[config.mk]
export PLATFORM = sky130hd
export DESIGN_NAME = pawn_map_scorer_flat
export DESIGN_NICKNAME = d
export VERILOG_FILES = /design/src/rtl/pawn_eval_pkg.sv /design/src/rtl/pawn_map_scorer_if.sv /design/src/rtl/pst_group_sum.sv /design/src/rtl/pawn_map_scorer.sv /design/src/flat_wrapper.sv
export SDC_FILE = /design/constraint.sdc
export NUM_CORES = 1
export LEC_CHECK = 0
export ABC_AREA = 1
export ABC_CLOCK_PERIOD_IN_PS = 21000
export CAP_MARGIN = 20
export CORE_UTILIZATION = 38
export CTS_BUF_LIST = sky130_fd_sc_hd__clkbuf_2 sky130_fd_sc_hd__clkbuf_4 sky130_fd_sc_hd__clkbuf_8
export CTS_CLUSTER_DIAMETER = 200
export DETAILED_ROUTE_END_ITERATION = 8
export GPL_TIMING_DRIVEN = 1
export PLACE_DENSITY = 0.71
export SYNTH_ARGS = -nofsm -noshare
export SYNTH_HDL_FRONTEND = slang
export SYNTH_SLANG_ARGS = --single-unit
[constraint.sdc]
create_clock -name clk -period 21 [get_ports clk]
set_input_delay 4.2 -clock clk [delete_from_list [all_inputs] [get_ports clk]]
set_output_delay 4.2 -clock clk [all_outputs]
set_load 0.01 [all_outputs]
[src/rtl/pawn_eval_pkg.sv]
// Shared definitions for the pawn piece-square scorer: table geometry,
// FSM state encoding and the packed-table entry accessor.
package pawn_eval_pkg;

    localparam int          PST_ENTRY_W = 6;
    localparam int          NUM_SQ      = 64;
    localparam int          SQ_IDX_W    = 6;
    localparam logic [5:0]  MIRROR_MASK = 6'd56;

    typedef enum logic [1:0] {
        IDLE = 2'd0,
        SCAN = 2'd1,
        DONE = 2'd2
    } state_t;

    // Square n lives at bits [6n+5:6n] of the packed table.
    function automatic logic signed [PST_ENTRY_W-1:0] pst_entry(
        input logic [NUM_SQ*PST_ENTRY_W-1:0] map,
        input logic [SQ_IDX_W-1:0]           sq
    );
        return signed'(map[sq*PST_ENTRY_W +: PST_ENTRY_W]);
    endfunction

endpackage

[src/rtl/pawn_map_scorer_if.sv]
// Request/result bundle between the eval pipeline and the pawn scorer.
// The master drives the boards, table and start; the slave returns status and score.
interface pawn_map_scorer_if #(
    parameter int SCORE_W = 14
);
    import pawn_eval_pkg::*;

    logic                                start;
    logic [NUM_SQ-1:0]                   white_pawns;
    logic [NUM_SQ-1:0]                   black_pawns;
    logic [NUM_SQ*PST_ENTRY_W-1:0]       map_in;
    logic                                busy;
    logic                                done;
    logic signed [SCORE_W-1:0]           score;

    modport master (
        output start, white_pawns, black_pawns, map_in,
        input  busy, done, score
    );

    modport slave (
        input  start, white_pawns, black_pawns, map_in,
        output busy, done, score
    );
endinterface

[src/rtl/pst_group_sum.sv]
// Combinational delta for one scan group: white entries added, black
// entries (rank-mirrored) subtracted, all at full score width.
module pst_group_sum
    import pawn_eval_pkg::*;
#(
    parameter int SQ_PER_CYCLE = 8,
    parameter int SCORE_W      = 14
) (
    input  logic [NUM_SQ*PST_ENTRY_W-1:0] i_map,
    input  logic [SQ_IDX_W-1:0]           i_idx,
    input  logic [SQ_PER_CYCLE-1:0]       i_white,
    input  logic [SQ_PER_CYCLE-1:0]       i_black,
    output logic signed [SCORE_W-1:0]     o_delta
);

    logic signed [SCORE_W-1:0] w_sum;

    // Sum every occupied square of the group; sign extension comes from
    // assigning the signed 6-bit entry into the wider signed temporaries.
    always_comb begin
        logic [SQ_IDX_W-1:0]       sq;
        logic signed [SCORE_W-1:0] ev_w;
        logic signed [SCORE_W-1:0] ev_b;
        w_sum = '0;
        sq    = '0;
        ev_w  = '0;
        ev_b  = '0;
        for (int k = 0; k < SQ_PER_CYCLE; k++) begin
            sq   = i_idx + SQ_IDX_W'(k);
            ev_w = pst_entry(i_map, sq);
            ev_b = pst_entry(i_map, sq ^ MIRROR_MASK);
            if (i_white[k]) w_sum = w_sum + ev_w;
            if (i_black[k]) w_sum = w_sum - ev_b;
        end
    end

    assign o_delta = w_sum;

endmodule

[src/rtl/pawn_map_scorer.sv]
// Pawn positional term: scans latched white/black bitboards SQ_PER_CYCLE
// squares per clock against the packed piece-square table and reports a
// white-minus-black score with a one-cycle done pulse.
// Optional macro PAWN_SCORE_EARLY_EXIT_EN: finish the scan as soon as both
// remaining board slices are empty.
module pawn_map_scorer
    import pawn_eval_pkg::*;
#(
    parameter int SQ_PER_CYCLE = 8,
    parameter int SCORE_W      = 14
) (
    input  logic              clk,
    input  logic              rst_n,
    pawn_map_scorer_if.slave  bus
);

    state_t                    r_state;
    logic [NUM_SQ-1:0]         r_white;
    logic [NUM_SQ-1:0]         r_black;
    logic [SQ_IDX_W-1:0]       r_idx;
    logic signed [SCORE_W-1:0] r_acc;
    logic signed [SCORE_W-1:0] r_score;
    logic                      r_busy;
    logic                      r_done;

    logic signed [SCORE_W-1:0] w_delta;
    logic [SQ_IDX_W-1:0]       w_idx_nxt;
    logic [NUM_SQ-1:0]         w_white_nxt;
    logic [NUM_SQ-1:0]         w_black_nxt;
    logic                      w_last;

    pst_group_sum #(
        .SQ_PER_CYCLE (SQ_PER_CYCLE),
        .SCORE_W      (SCORE_W)
    ) u_group (
        .i_map   (bus.map_in),
        .i_idx   (r_idx),
        .i_white (r_white[SQ_PER_CYCLE-1:0]),
        .i_black (r_black[SQ_PER_CYCLE-1:0]),
        .o_delta (w_delta)
    );

    assign w_idx_nxt   = r_idx + SQ_IDX_W'(SQ_PER_CYCLE);
    assign w_white_nxt = r_white >> SQ_PER_CYCLE;
    assign w_black_nxt = r_black >> SQ_PER_CYCLE;

`ifdef PAWN_SCORE_EARLY_EXIT_EN
    // Nothing left to score once both shifted boards are empty.
    assign w_last = (w_idx_nxt == '0) || ((w_white_nxt == '0) && (w_black_nxt == '0));
`else
    // Index wraps to zero exactly after the 64th square.
    assign w_last = (w_idx_nxt == '0);
`endif

    // Scan FSM with registered busy/done/score.
    always_ff @(posedge clk or negedge rst_n) begin
        if (!rst_n) begin
            r_state <= IDLE;
            r_white <= '0;
            r_black <= '0;
            r_idx   <= '0;
            r_acc   <= '0;
            r_score <= '0;
            r_busy  <= 1'b0;
            r_done  <= 1'b0;
        end else begin
            r_done <= 1'b0;
            case (r_state)
                IDLE: begin
                    if (bus.start) begin
                        r_white <= bus.white_pawns;
                        r_black <= bus.black_pawns;
                        r_acc   <= '0;
                        r_idx   <= '0;
                        r_busy  <= 1'b1;
                        r_state <= SCAN;
                    end
                end
                SCAN: begin
                    r_acc   <= r_acc + w_delta;
                    r_idx   <= w_idx_nxt;
                    r_white <= w_white_nxt;
                    r_black <= w_black_nxt;
                    if (w_last) r_state <= DONE;
                end
                DONE: begin
                    r_score <= r_acc;
                    r_done  <= 1'b1;
                    r_busy  <= 1'b0;
                    r_state <= IDLE;
                end
                default: begin
                    r_busy  <= 1'b0;
                    r_state <= IDLE;
                end
            endcase
        end
    end

    assign bus.busy  = r_busy;
    assign bus.done  = r_done;
    assign bus.score = r_score;

endmodule

[src/flat_wrapper.sv]
// flat-port wrapper written by rule: the top's interface ports become plain ports
module pawn_map_scorer_flat import pawn_eval_pkg::*;
#(
    parameter int SQ_PER_CYCLE = 8,
    parameter int SCORE_W      = 14
)
  (clk, rst_n, bus_start, bus_white_pawns, bus_black_pawns, bus_map_in, bus_busy, bus_done, bus_score);
  pawn_map_scorer_if #(.SCORE_W(SCORE_W)) bus_i ();
  input  logic clk;
  input  logic rst_n;
  input wire logic [$bits(bus_i.start)-1:0] bus_start;
  input wire logic [$bits(bus_i.white_pawns)-1:0] bus_white_pawns;
  input wire logic [$bits(bus_i.black_pawns)-1:0] bus_black_pawns;
  input wire logic [$bits(bus_i.map_in)-1:0] bus_map_in;
  output wire logic [$bits(bus_i.busy)-1:0] bus_busy;
  output wire logic [$bits(bus_i.done)-1:0] bus_done;
  output wire logic [$bits(bus_i.score)-1:0] bus_score;
  assign bus_i.start = bus_start;
  assign bus_i.white_pawns = bus_white_pawns;
  assign bus_i.black_pawns = bus_black_pawns;
  assign bus_i.map_in = bus_map_in;
  assign bus_busy = bus_i.busy;
  assign bus_done = bus_i.done;
  assign bus_score = bus_i.score;
  pawn_map_scorer #(.SQ_PER_CYCLE(SQ_PER_CYCLE), .SCORE_W(SCORE_W)) u_core (.clk(clk), .rst_n(rst_n), .bus(bus_i));
endmodule
Word-level counts from Yosys, hierarchy flattened --
Index checks and enable logic that the tools add are counted.
Storage, ports and cells: register bits 166, input bits 515, output and inout bits 16, logic and storage cells 113
Cells by class: add/subtract/negate cells 24, multipliers 16, eq/ne operators 4, shifts and indexed selects 16, multiplexer cells 30, bitwise gates (word level) 9, reduce and logical (&&, ||, !) cells 6
Operators with widths (number):
- $shiftx A384 B10 Y6 | 16
- $pmux W64 S2 | 2
- $mux W14 | 17
- $mul A6 B2 Y8 const B | 16
- $mux W64 | 2
- $sub A14 B6 Y14 | 8
- $add A14 B6 Y14 | 7
- $pmux W14 S2 | 1
- $add A6 B3 Y6 const B | 4
- $not A3 Y3 | 8
- $add A14 B14 Y14 | 1
- $add A6 B2 Y6 const B | 2
- $pmux W6 S2 | 1
- $add A6 B1 Y6 const B | 1
- $add A6 B4 Y6 const B | 1
- $logic_not A6 Y1 | 1
- $mux W6 | 1
- $reduce_and A2 Y1 | 3
- $mux W2 | 2
- $pmux W2 S2 | 1
- $eq A2 B1 Y1 const B | 1
- $eq A2 B2 Y1 const B | 1
- $logic_not A2 Y1 | 1
- $mux W1 | 2
- 5 further kinds | 5

Logic depth before layout (Yosys ltp) --
word-level depth 35, mapped depth 135, gate-level depth less buffers 122

Modules after synthesis --
A second synthesis with hierarchy kept.
Second synthesis, totals: cells, all modules 7132, area total of the unflattened synthesis 38717.1 um^2
By module, submodules not included:
- pst_group_sum | times used 1, cells each 6172, area an instance 30967.2 um^2, seq. area each 0.0 um^2
- pawn_map_scorer | times used 1, cells each 960, area an instance 7749.9 um^2, seq. area each 4078.9 um^2

Worst setup path before layout --
No wires, ideal clock.
kind input-to-reg, start point input bus_map_in[96], end point register u_core.r_acc[13], setup time 0.066 ns, arrival time 18.111 ns, data required time 20.934 ns, path slack 2.824 ns, stages 106, buffers on the path 0, path through inv_1 -> a21oi_1 -> o21ai_0 -> o211ai_1 -> nand3_1 -> ha_1 -> fa_1 -> or2_2 -> nand3_1 -> nand2_4 -> ha_1 -> inv_1 -> o21bai_1 -> inv_1 -> nand2_2 -> a21oi_1 -> o21bai_2 -> xnor2_1 -> [... 70 more ...] -> ha_1 -> xor2_1 -> or2_2 -> and2_1 -> ha_1 -> inv_1 -> xor2_1 -> nand2_1 -> nand2_1 -> ha_1 -> o21ai_0 -> nand2_1 -> xor2_1 -> xor2_1 -> inv_1 -> nand3_1 -> nand3_1 -> nand2_1
Between the ends: longest elaborated chain between the ends 34
Ends and longest elaborated chain:
- start: declaration | line flat_wrapper.sv:14 | input wire logic [$bits(bus_i.map_in)-1:0] bus_map_in;
- $shiftx A384 B10 Y6 | line pawn_eval_pkg.sv:21 | return signed'(map[sq*PST_ENTRY_W +: PST_ENTRY_W]);
- $mux W14 | line pst_group_sum.sv:32 | if (i_white[k]) w_sum = w_sum + ev_w;
- $sub A14 B6 Y14 | line pst_group_sum.sv:33 | if (i_black[k]) w_sum = w_sum - ev_b;
- $mux W14 | line pst_group_sum.sv:33
- $add A14 B6 Y14 | line pst_group_sum.sv:32
- $mux W14 | line pst_group_sum.sv:32
- $sub A14 B6 Y14 | line pst_group_sum.sv:33
- $mux W14 | line pst_group_sum.sv:33
- [... 18 more ...]
- $sub A14 B6 Y14 | line pst_group_sum.sv:33
- $mux W14 | line pst_group_sum.sv:33
- $add A14 B6 Y14 | line pst_group_sum.sv:32
- $mux W14 | line pst_group_sum.sv:32
- $sub A14 B6 Y14 | line pst_group_sum.sv:33
- $mux W14 (*) | line pst_group_sum.sv:33
- $add A14 B14 Y14 (*) | line pawn_map_scorer.sv:80 | r_acc <= r_acc + w_delta;
- $pmux W14 S2 (*) | line pawn_map_scorer.sv:68 | case (r_state)
- end signal: assignment | line pawn_map_scorer.sv:80
- end: declaration | line pawn_map_scorer.sv:21 | logic signed [SCORE_W-1:0] r_acc;
Every way passes the cells marked *; elsewhere a longest branch is shown, timed or not. A chain may end at the register's enable or synchronous reset.

Worst setup path after layout --
start point input bus_map_in[288], end point register u_core.r_acc[13]
The elaborated chain is that of the path after synthesis.

==> qor.csv <==
metric,value,unit
run_status,"complete, no violations",
std_cell_rows,94,
cts-hold-fix-buffers,0,
crit_path_start_kind,primary input,
dp_hpwl,72900,µm
crit-reg2reg-launch,u_core.r_idx[3]$_DFFE_PN0P_,
detail_route.wl_per_cell,17.2,µm
dr.pass1.iters,6,
timing.slew.headroom,35.0,%
cts_tree,yes,
antenna_found_initial,11,
cts_htree_levels,4,
syn_nets,4947,
period_minus_slack,19.62,ns
critical-path-max-stage-delay,0.50,ns
worst_path_max_delay_cell,sky130_fd_sc_hd__fa_1,
setup_violations,0,
finish.utilization,47.6,%
worst_r2r_endpoint,u_core.r_acc[13]$_DFFE_PN0P_,
setup_tns,0,ns
pin_count,531,
cap_violations,0,
crit_path_end_kind,flop,
first_pass_grt_wire_length,145000,µm
number_of_stages_on_the_worst_hold_path,2,
clock-skew-final,0.0203,ns
detail_route.iter0.violations,2363,
netlist_instances,4218,
setup.worst_path.class,primary input to flop,
die-height,260,µm
synthesis.area_per_instance,5.98,µm²
vias,29149,
min_delay_worst_endpoint,u_core.r_white[63]$_DFFE_PN0P_,
cts_num_sinks,163,
fmax,51.0,MHz
grtUsageTotal,26.8,%
post_route_ant_nets,0,
critPathArrivalTime,20.06,ns
detail_route.wirelength,93500,µm
number_of_enable_type_register_cells_in_the_synthesized_netlist,0,
number_of_global_route_vias_before_repair,27048,
grt_start_max_net_pins,169,
vias_per_cell,5.36,
initial_utilization,38.4,%
finalHoldViolCount,0,
synth.ff_latch_count,163,
path_common_cell,sky130_fd_sc_hd__inv_1,
worst-r2r-setup-slack,3.69,ns
clock_root_buffer_master,sky130_fd_sc_hd__clkbuf_8,
synth-async-reset-ratio,100,%
insertion_delay,0.49,ns
cts-root-to-sink-buffers,2,
yosysWarningCount,0,
grt.overflow.total,0,
worst_hold_path_type,flop to flop,
drc,0,
synthFlopType,sky130_fd_sc_hd__dfrtp_1,
max_slew.worst_pin.slew,0.975,ns
reg2regPathDepth,102,
gp_congestion,0.954,
clk_transition_reported_paths,0.11,ns
chipWidth,260,µm
drive_gt1_share,5.64,%
worstHoldStart,u_core.r_white[63]$_DFFE_PN0P_,
synth_cell_type_count,61,
synthesis.area,25200,µm²
total_core_area,65700,µm²
buffer_ports.inserted,530,
layout_overhead_on_the_synthesized_area,24.1,%
critPathRequiredTime,21.44,ns
yosysSeqAreaShare,16.2,%
dieArea,67400,µm²
timing.final.crit_share,93.4,%
drv_slew,0,
number_of_buffers_created_by_cts,17,
finalNetCount,5289,
critical_path.max_fanout,4,
-- final cells by class --
type / instances / area, µm²
fillers: 6818 / 34400
multi-input cells: 3366 / 18400
repair buffers: 567 / 5600
flip-flops and latches: 163 / 4090
inverters: 445 / 1690
well taps: 864 / 1080
clock buffers: 18 / 241
clock inverters: 14 / 163
diodes: 6 / 15.0
-- logic make-up after synthesis --
group,after synthesis,synth area share [%]
simple gates,1866,31.9
compound gates,1184,26.0
buf+inv,689,11.2
fa+ha+maj,214,11.1
flops,163,16.2
xor+xnor,86,3.09
mux,16,0.635
-- repair_timing --
item                                    CTS  global route
buffers inserted                          0             0
endpoints found under the setup margin    0             4
resized for setup                         0            38
endpoints found under the hold margin     0             0
-- layer usage --
layer	wire length [µm]	track usage, %	up-vias
met5	94	0	-
met4	2740	8.55	14
met3	6360	4.67	126
met2	42200	44.8	915
met1	42100	34.8	13268
li1	-	-	14826
-- flip-flops by register name, indices dropped and copies added (netlist names) --
signal,flops
u_core.r_state,2
u_core.r_acc,14
u_core.bus.score,14
u_core.r_black,64
u_core.bus.busy,1
u_core.bus.done,1
u_core.r_white,64
u_core.r_idx,3
-- placed cells by master, fill, tap and decap left out, types with 36 or more instances in the layout --
| master | instances |
|---|---|
| sky130_fd_sc_hd__nand2_2 | 47 |
| sky130_fd_sc_hd__nand3_1 | 336 |
| sky130_fd_sc_hd__inv_1 | 428 |
| sky130_fd_sc_hd__buf_4 | 36 |
| sky130_fd_sc_hd__nor2_1 | 350 |
| sky130_fd_sc_hd__ha_1 | 197 |
| sky130_fd_sc_hd__clkdlybuf4s50_1 | 529 |
| sky130_fd_sc_hd__nand3_2 | 45 |
| sky130_fd_sc_hd__dfrtp_1 | 160 |
| sky130_fd_sc_hd__nand2_1 | 1007 |
| sky130_fd_sc_hd__o21ai_0 | 458 |
| sky130_fd_sc_hd__a21oi_1 | 481 |
| sky130_fd_sc_hd__xor2_1 | 61 |
-- worst max-delay path: cells and delay by family --
family	cells	cell delay [ns]
adder cells (fa/ha/maj)	17	7.06
buffers and inverters	14	1.47
XOR/XNOR	4	0.66
AND/OR/NAND/NOR	22	2.25
multiplexers	2	0.51
AO/OA/AOI/OAI	21	3.92
-- synthesized netlist by cell type (23+ instances only) --
cell type,n,area (µm²)
sky130_fd_sc_hd__xor2_1,61,534
sky130_fd_sc_hd__nand3_2,44,440
sky130_fd_sc_hd__buf_1,35,131
sky130_fd_sc_hd__nand3_1,337,1690
sky130_fd_sc_hd__a21oi_1,484,2420
sky130_fd_sc_hd__inv_1,429,1610
sky130_fd_sc_hd__nand2_2,47,294
sky130_fd_sc_hd__o21bai_1,24,180
sky130_fd_sc_hd__o21ai_0,476,2380
sky130_fd_sc_hd__o31ai_1,24,180
sky130_fd_sc_hd__dfrtp_1,163,4080
sky130_fd_sc_hd__ha_1,199,2490
sky130_fd_sc_hd__clkbuf_1,152,571
sky130_fd_sc_hd__o22ai_1,27,169
sky130_fd_sc_hd__nand2_1,1008,3780
sky130_fd_sc_hd__xnor2_1,23,201
sky130_fd_sc_hd__a32o_1,29,290
sky130_fd_sc_hd__nor2_1,352,1320
-- worst max-delay path by stage --
| stage | start | end | slack, ns | cells past startpoint |
|---|---|---|---|---|
| 3_5_place_dp | bus_map_in[0] | u_core.r_acc[13]$_DFFE_PN0P_ | 0.12 | 94 |
| 2_1_floorplan | bus_map_in[96] | u_core.r_acc[13]$_DFFE_PN0P_ | 2.82 | 106 |
| 6_report | bus_map_in[288] | u_core.r_acc[13]$_DFFE_PN0P_ | 1.38 | 80 |
| 5_1_grt | bus_map_in[48] | u_core.r_acc[13]$_DFFE_PN0P_ | -0.008 | 99 |
| 4_1_cts | bus_map_in[0] | u_core.r_acc[13]$_DFFE_PN0P_ | 0.65 | 94 |
| 3_3_place_gp | bus_map_in[288] | u_core.r_acc[13]$_DFFE_PN0P_ | 0.30 | 87 |
-- metrics by stage --
step | hold slack, ns | instances | area, µm² | setup slack, ns
after CTS | 0.488 | 5437 | 31200 | 0.655
after global placement | 0.454 | 5405 | 30800 | 0.303
after floorplan | 0.443 | 4218 | 25200 | 2.82
after global routing | 0.504 | 5441 | 31300 | -0.00830
final | 0.483 | 5443 | 31300 | 1.38
after detailed placement | 0.459 | 5405 | 30800 | 0.122
Power is not shown: default switching activity piles up to over one toggle a cycle in this logic, so the estimate is an artifact.
